==> config.mk <==
export PLATFORM = sky130hd
export DESIGN_NAME = vmx_mm_engine
export DESIGN_NICKNAME = d
export VERILOG_FILES = /design/src/rtl/vmx_pkg.sv /design/src/rtl/vmx_dot_sat.sv /design/src/rtl/vmx_mm_engine.sv
export SDC_FILE = /design/constraint.sdc
export NUM_CORES = 2
export LEC_CHECK = 0
export ABC_AREA = 1
export BUFFER_PORTS_ARGS = -buffer_cell sky130_fd_sc_hd__buf_2
export CORE_MARGIN = 2
export CORE_UTILIZATION = 59
export CTS_CLUSTER_DIAMETER = 100
export DETAILED_ROUTE_END_ITERATION = 6
export GPL_ROUTABILITY_DRIVEN = 1
export HOLD_SLACK_MARGIN = 0.1
export PLACE_DENSITY = 0.8
export SLEW_MARGIN = 10
export SYNTH_ARGS = -nofsm -noshare
export SYNTH_HDL_FRONTEND = slang
export SYNTH_SLANG_ARGS = --single-unit
==> constraint.sdc <==
create_clock -name clk -period 9.6 [get_ports clk]
set_clock_uncertainty 0.1 [all_clocks]
set_input_delay 1.44 -clock clk [delete_from_list [all_inputs] [get_ports clk]]
set_output_delay 1.44 -clock clk [all_outputs]
set_load 0.03 [all_outputs]
==> src/rtl/vmx_pkg.sv <==
// Shared definitions for the memory-mapped vector-matrix engine:
// FSM state encoding and the bit positions of the ctrl and flag registers.
package vmx_pkg;

  typedef enum logic [2:0] {
    IDLE,
    LOAD_X,
    ROW,
    WR,
    DONE
  } state_e;

  localparam int CTRL_START  = 1;
  localparam int CTRL_SIGNED = 2;
  localparam int CTRL_RELU   = 3;

  localparam int FLAG_BUSY = 0;
  localparam int FLAG_DONE = 1;
  localparam int FLAG_SAT  = 2;

endpackage

==> src/rtl/vmx_dot_sat.sv <==
// Combinational N-lane dot product of two memory words with clamping of the
// full-precision sum to OW bits in either signed or unsigned mode.
module vmx_dot_sat #(
  parameter int N  = 4,
  parameter int DW = 16,
  parameter int OW = 2 * DW
) (
  input  logic [N*DW-1:0] x_i,
  input  logic [N*DW-1:0] row_i,
  input  logic            signed_i,
  output logic [OW-1:0]   res_o,
  output logic            sat_o
);

  localparam int AccW = OW + $clog2(N);
  // One spare bit keeps an all-ones unsigned sum positive in a signed register.
  localparam int SumW = AccW + 1;

  logic signed [SumW-1:0]   acc;
  logic signed [2*DW+1:0]   prod;
  logic        [SumW-OW:0]  hi_s;
  logic        [SumW-OW-1:0] hi_u;

  function automatic logic signed [DW:0] ext(input logic [DW-1:0] v, input logic s);
    return $signed({s & v[DW-1], v});
  endfunction

  always_comb begin
    acc  = '0;
    prod = '0;
    for (int i = 0; i < N; i++) begin
      prod = ext(x_i[i*DW +: DW], signed_i) * ext(row_i[i*DW +: DW], signed_i);
      acc  = acc + SumW'(prod);
    end
  end

  assign hi_s = acc[SumW-1:OW-1];
  assign hi_u = acc[SumW-1:OW];

  always_comb begin
    res_o = acc[OW-1:0];
    sat_o = 1'b0;
    if (signed_i) begin
      if (!((&hi_s) || (~|hi_s))) begin
        sat_o = 1'b1;
        res_o = acc[SumW-1] ? {1'b1, {(OW-1){1'b0}}} : {1'b0, {(OW-1){1'b1}}};
      end
    end else if (|hi_u) begin
      sat_o = 1'b1;
      res_o = '1;
    end
  end

endmodule

==> src/rtl/vmx_mm_engine.sv <==
// Vector-matrix engine: reads x and N matrix rows from scratch memory,
// computes y = M*x with saturation/ReLU, and writes y back as two words.
module vmx_mm_engine
  import vmx_pkg::*;
#(
  parameter int N  = 4,
  parameter int DW = 16,
  parameter int AW = 8
) (
  input  logic            clk,
  input  logic            rst,
  input  logic [31:0]     ctrl,
  input  logic [AW-1:0]   rbase_addr,
  input  logic [AW-1:0]   wbase_addr,
  output logic [AW-1:0]   addr,
  output logic            wr_en,
  input  logic [N*DW-1:0] d_i,
  output logic [N*DW-1:0] d_o,
  output logic [31:0]     flag
);

  localparam int OW   = 2 * DW;
  localparam int RW   = $clog2(N);
  localparam int HALF = N / 2;

  state_e          state_q, state_d;
  logic [RW-1:0]   row_q, row_d;
  logic            wr_q, wr_d;
  logic [AW-1:0]   rbase_q, rbase_d, wbase_q, wbase_d;
  logic [AW-1:0]   addr_q, addr_d;
  logic            wr_en_q, wr_en_d;
  logic [N*DW-1:0] d_o_q, d_o_d;
  logic            signed_q, signed_d, relu_q, relu_d;
  logic            busy_q, busy_d, done_q, done_d, sat_q, sat_d;
  logic            start_prev_q;
  logic [N*DW-1:0] x_q;
  logic [OW-1:0]   res_q [N];

  logic            start_edge;
  logic [OW-1:0]   dot_res, row_res;
  logic            dot_sat;
  logic            ctrl_unused;

  assign ctrl_unused = ^{ctrl[31:4], ctrl[0]};
  assign start_edge  = ctrl[CTRL_START] & ~start_prev_q;

  vmx_dot_sat #(.N(N), .DW(DW), .OW(OW)) u_dot (
    .x_i      (x_q),
    .row_i    (d_i),
    .signed_i (signed_q),
    .res_o    (dot_res),
    .sat_o    (dot_sat)
  );

  assign row_res = (relu_q && signed_q && dot_res[OW-1]) ? '0 : dot_res;

  // NOTE: every variable gets a default first, so no path can leave one unassigned and infer a latch.
  always_comb begin
    state_d  = state_q;
    row_d    = row_q;
    wr_d     = wr_q;
    rbase_d  = rbase_q;
    wbase_d  = wbase_q;
    addr_d   = addr_q;
    wr_en_d  = 1'b0;
    d_o_d    = '0;
    signed_d = signed_q;
    relu_d   = relu_q;
    busy_d   = busy_q;
    done_d   = done_q;
    sat_d    = sat_q;
    case (state_q)
      IDLE, DONE: begin
        if (start_edge) begin
          state_d  = LOAD_X;
          addr_d   = rbase_addr;
          rbase_d  = rbase_addr;
          wbase_d  = wbase_addr;
          signed_d = ctrl[CTRL_SIGNED];
          relu_d   = ctrl[CTRL_RELU];
          busy_d   = 1'b1;
          done_d   = 1'b0;
          sat_d    = 1'b0;
        end else if (state_q == DONE) begin
          state_d = IDLE;
        end
      end
      LOAD_X: begin
        state_d = ROW;
        row_d   = '0;
        addr_d  = rbase_q + AW'(1);
      end
      ROW: begin
        if (dot_sat) sat_d = 1'b1;
        if (row_q == RW'(N - 1)) begin
          state_d = WR;
          wr_d    = 1'b0;
          addr_d  = wbase_q;
          wr_en_d = 1'b1;
          for (int j = 0; j < HALF; j++) d_o_d[j*OW +: OW] = res_q[j];
        end else begin
          row_d  = row_q + RW'(1);
          addr_d = rbase_q + AW'(row_q) + AW'(2);
        end
      end
      WR: begin
        if (!wr_q) begin
          wr_d    = 1'b1;
          addr_d  = wbase_q + AW'(1);
          wr_en_d = 1'b1;
          // Row N-1 finishes one cycle before this word is registered.
          for (int j = 0; j < HALF; j++) d_o_d[j*OW +: OW] = res_q[HALF+j];
        end else begin
          state_d = DONE;
          busy_d  = 1'b0;
          done_d  = 1'b1;
        end
      end
      default: state_d = IDLE;
    endcase
  end

  always_ff @(posedge clk) begin
    if (rst) begin
      state_q      <= IDLE;
      row_q        <= '0;
      wr_q         <= 1'b0;
      rbase_q      <= '0;
      wbase_q      <= '0;
      addr_q       <= '0;
      wr_en_q      <= 1'b0;
      d_o_q        <= '0;
      signed_q     <= 1'b0;
      relu_q       <= 1'b0;
      busy_q       <= 1'b0;
      done_q       <= 1'b0;
      sat_q        <= 1'b0;
      start_prev_q <= 1'b0;
    end else begin
      state_q      <= state_d;
      row_q        <= row_d;
      wr_q         <= wr_d;
      rbase_q      <= rbase_d;
      wbase_q      <= wbase_d;
      addr_q       <= addr_d;
      wr_en_q      <= wr_en_d;
      d_o_q        <= d_o_d;
      signed_q     <= signed_d;
      relu_q       <= relu_d;
      busy_q       <= busy_d;
      done_q       <= done_d;
      sat_q        <= sat_d;
      start_prev_q <= ctrl[CTRL_START];
    end
  end

  // NOTE: x and the result buffer are pure datapath storage, always written before being read, so they carry no reset.
  always_ff @(posedge clk) begin
    if (state_q == LOAD_X) x_q <= d_i;
    if (state_q == ROW) res_q[row_q] <= row_res;
  end

  assign addr  = addr_q;
  assign wr_en = wr_en_q;
  assign d_o   = d_o_q;

  always_comb begin
    flag            = '0;
    flag[FLAG_BUSY] = busy_q;
    flag[FLAG_DONE] = done_q;
    flag[FLAG_SAT]  = sat_q;
  end

endmodule

==> impl_metrics.env <==
export IMPL_syn_avg_cell_area_um2=9.114
export IMPL_wl_per_cell_um=18.31
export IMPL_grt_pass1_vias=44353
export IMPL_synthArstFlopShare=0
export IMPL_seq_area_frac_synth=0.1378
export IMPL_status="finished, final reports clean"
export IMPL_die_w_um=313.5
export IMPL_drt_total_wl_mm=143.0
export IMPL_synth_seq_cells=293
export IMPL_ant_nets=0
export IMPL_dieHeight_um=313.5
export IMPL_synth_cells=6200
export IMPL_layout_worst_path_cycle_share=0.9946
export IMPL_yosysWarnings=0
export IMPL_grt_max_degree=97
export IMPL_clk_pin_slew_ns=0.06
export IMPL_setup_viol_count_final=0
export IMPL_crit_start="d_i[18]"
export IMPL_clock_path_buffers=3
export IMPL_hpwlAfterDp_mm=117.4
export IMPL_pin_count=219
export IMPL_critical_path_startpoint_type="input pin"
export IMPL_drc=0
export IMPL_cts_buffers=38
export IMPL_cp_slowest_cell="fa_2"
export IMPL_n_fill_cell=6885
export IMPL_clock_fmax_mhz=104.7
export IMPL_htree_levels=2
export IMPL_grt_overflow=0
export IMPL_post_route_min_period_ns=9.549
export IMPL_cp_common_cell="fa_1"
export IMPL_worstMarginPinSlew_ns=1.080
export IMPL_min_from="busy_q"
export IMPL_rows=113
export IMPL_drv_slew=0
export IMPL_rsz0062_at_grt="yes"
export IMPL_relSlewSlack=0.2799
export IMPL_grt_pass1_wl_mm=225.3
export IMPL_clkSinkCount=293
export IMPL_required_ns=9.83
export IMPL_hold_path_class="reg -> reg"
export IMPL_gp_congestion=0.9144
export IMPL_final_layout_size_suffix_gt1_frac=0.1435
export IMPL_netlist_top_cells_area="fa_1, inv_1, edfxtp_1"
export IMPL_area_growth_pct=13.19
export IMPL_layout_nets=8299
export IMPL_hold_slack_ns=0.3639
export IMPL_worst_r2r_startpoint="signed_q"
export IMPL_port_buffers=160
export IMPL_drt_iter0_markers=3338
export IMPL_path_class="in -> reg"
export IMPL_netlist_area_um2=56510
export IMPL_yosysTopAreaCell="fa_1"
export IMPL_slowest_delay_ns=0.62
export IMPL_antenna_found_initial=13
export IMPL_coreArea_um2=95010
export IMPL_yosysUniqueCellTypes=56
export IMPL_synth_edff_count=192
export IMPL_arrival_ns=9.78
export IMPL_maxCapViolCount=0
export IMPL_synth_main_ff_cell="edfxtp_1"
export IMPL_synth_top_area_frac=0.4960
export IMPL_cp_max_fo=7
export IMPL_start_util=0.5947
export IMPL_root_buffer="clkbuf_16"
export IMPL_clk_latency_ns=0.61
export IMPL_hold_buffers=0
export IMPL_fp_dieArea_um2=98260
export IMPL_hold_viol_final=0
export IMPL_via_per_inst=5.271
export IMPL_cts_tree="done"
export IMPL_worst_setup_path_end_kind="flip-flop"
export IMPL_drtPass1Iterations=7
export IMPL_track_usage=0.2960
export IMPL_vias=41171
[cell usage after synthesis, types with 5 or more instances]
library cell / n
inv_1: 2021
fa_1: 1400
nand2_1: 1225
clkbuf_1: 284
ha_1: 280
nor2_1: 217
edfxtp_1: 192
dfxtp_1: 101
a21oi_1: 86
a22oi_1: 66
o21ai_0: 65
buf_4: 36
or2_2: 36
nand3_1: 34
xnor2_1: 23
xor2_1: 21
buf_1: 10
nand3b_1: 7
a31oi_1: 6
nor3_1: 6
o21bai_1: 6
a21o_1: 5
inv_2: 5
nand2_2: 5
nand3_2: 5
nand4_1: 5
[routing by layer]
| metal | vias up | routed length, um | GRT usage |
|---|---|---|---|
| met4 | 4 | 10660 | 0.1953 |
| met2 | 2084 | 72120 | 0.4939 |
| met1 | 20700 | 48530 | 0.3634 |
| met3 | 558 | 11700 | 0.04084 |
| met5 | - | 27 | 0 |
| li1 | 17825 | - | - |
[path summary, 6_finish.rpt]
check	endpoint	cells past startpoint	slack, ns
worst max register to register	res_q[0][17]	34	0.18
worst min register to register	busy_q	2	0.36
worst max-delay path	res_q[0][17]	33	0.05
worst min-delay path	busy_q	2	0.36
[kinds of logic (layout without fill, tap and decap cells)]
kind of cell,count (synthesis),count (layout),synth area share
AO/OA/AOI/OAI,270,270,0.02969
XOR/XNOR,44,44,0.006820
adder cells (fa/ha/maj),1680,1680,0.5580
buffers and inverters,2362,2665,0.1597
flip-flops,293,293,0.1378
other,1,40,0.00006637
AND/OR/NAND/NOR,1550,1554,0.1079
[sequential cells by signal (all words and copies together), names as in the netlist, 2 cells and up]
signal,count
x_q,64
state_q,3
rbase_q,8
d_o,64
addr,8
wbase_q,8
row_q,2
res_q,128
[timing repair]
action	4_1_cts	5_1_grt
buffers inserted	0	41
gates cloned	0	7
pin swaps	0	111
setup endpoints to repair	110	129
resized for setup	2	346
[placed cells by master (no fill, tap or decap), types with 31 or more instances in the layout]
master     synthesis  routed
a21oi_1           86      42
buf_4             36     361
fa_1            1400    1367
or2_2             36      34
a22oi_1           66      66
o21ai_0           65      52
nand2_1         1225    1188
fa_2               0      33
dfxtp_1          101     101
a21oi_2            3      38
ha_1             280     257
clkbuf_16          0      42
edfxtp_1         192     192
nor2_1           217     173
buf_12             0      31
inv_1           2021    1993
buf_2              2     136
[worst max-delay path: cells and delay by family]
kind / cells / cell delay, ns
fa+ha+maj: 11 / 5.42
buf+inv: 11 / 1.16
compound gates: 5 / 1.06
simple gates: 6 / 0.68
[metrics by stage]
step	instances	TNS (ns)	cell area [um2]	worst slack, ns	util
after CTS	7752	-3.027	62170	-0.05881	0.6543
after global placement	7682	-66.94	60850	-0.5649	0.6405
final	7811	0	63960	0.05140	0.6732
after global routing	7810	-13.35	63960	-0.1422	0.6732
after floorplan	6228	0	56810	0.008066	-
after detailed placement	7682	-79.25	60850	-0.6855	0.6405
[final cells by class]
class                           count  area, um2  share of cell area
Antenna cell                       11      27.53           0.0004304
Timing Repair Buffer              568       4489             0.07019
Inverter                         2027       7634              0.1193
Clock buffer                       48       1030             0.01610
Tap cell                         1265       1583             0.02475
Clock inverter                     22      275.3            0.004304
Sequential cell                   293       7787              0.1218
Multi-Input combinational cell   3577      41130              0.6431
Power is left out: the tool's default activity adds up to more than one toggle a clock period on the data nets, which glitch-free logic cannot reach.
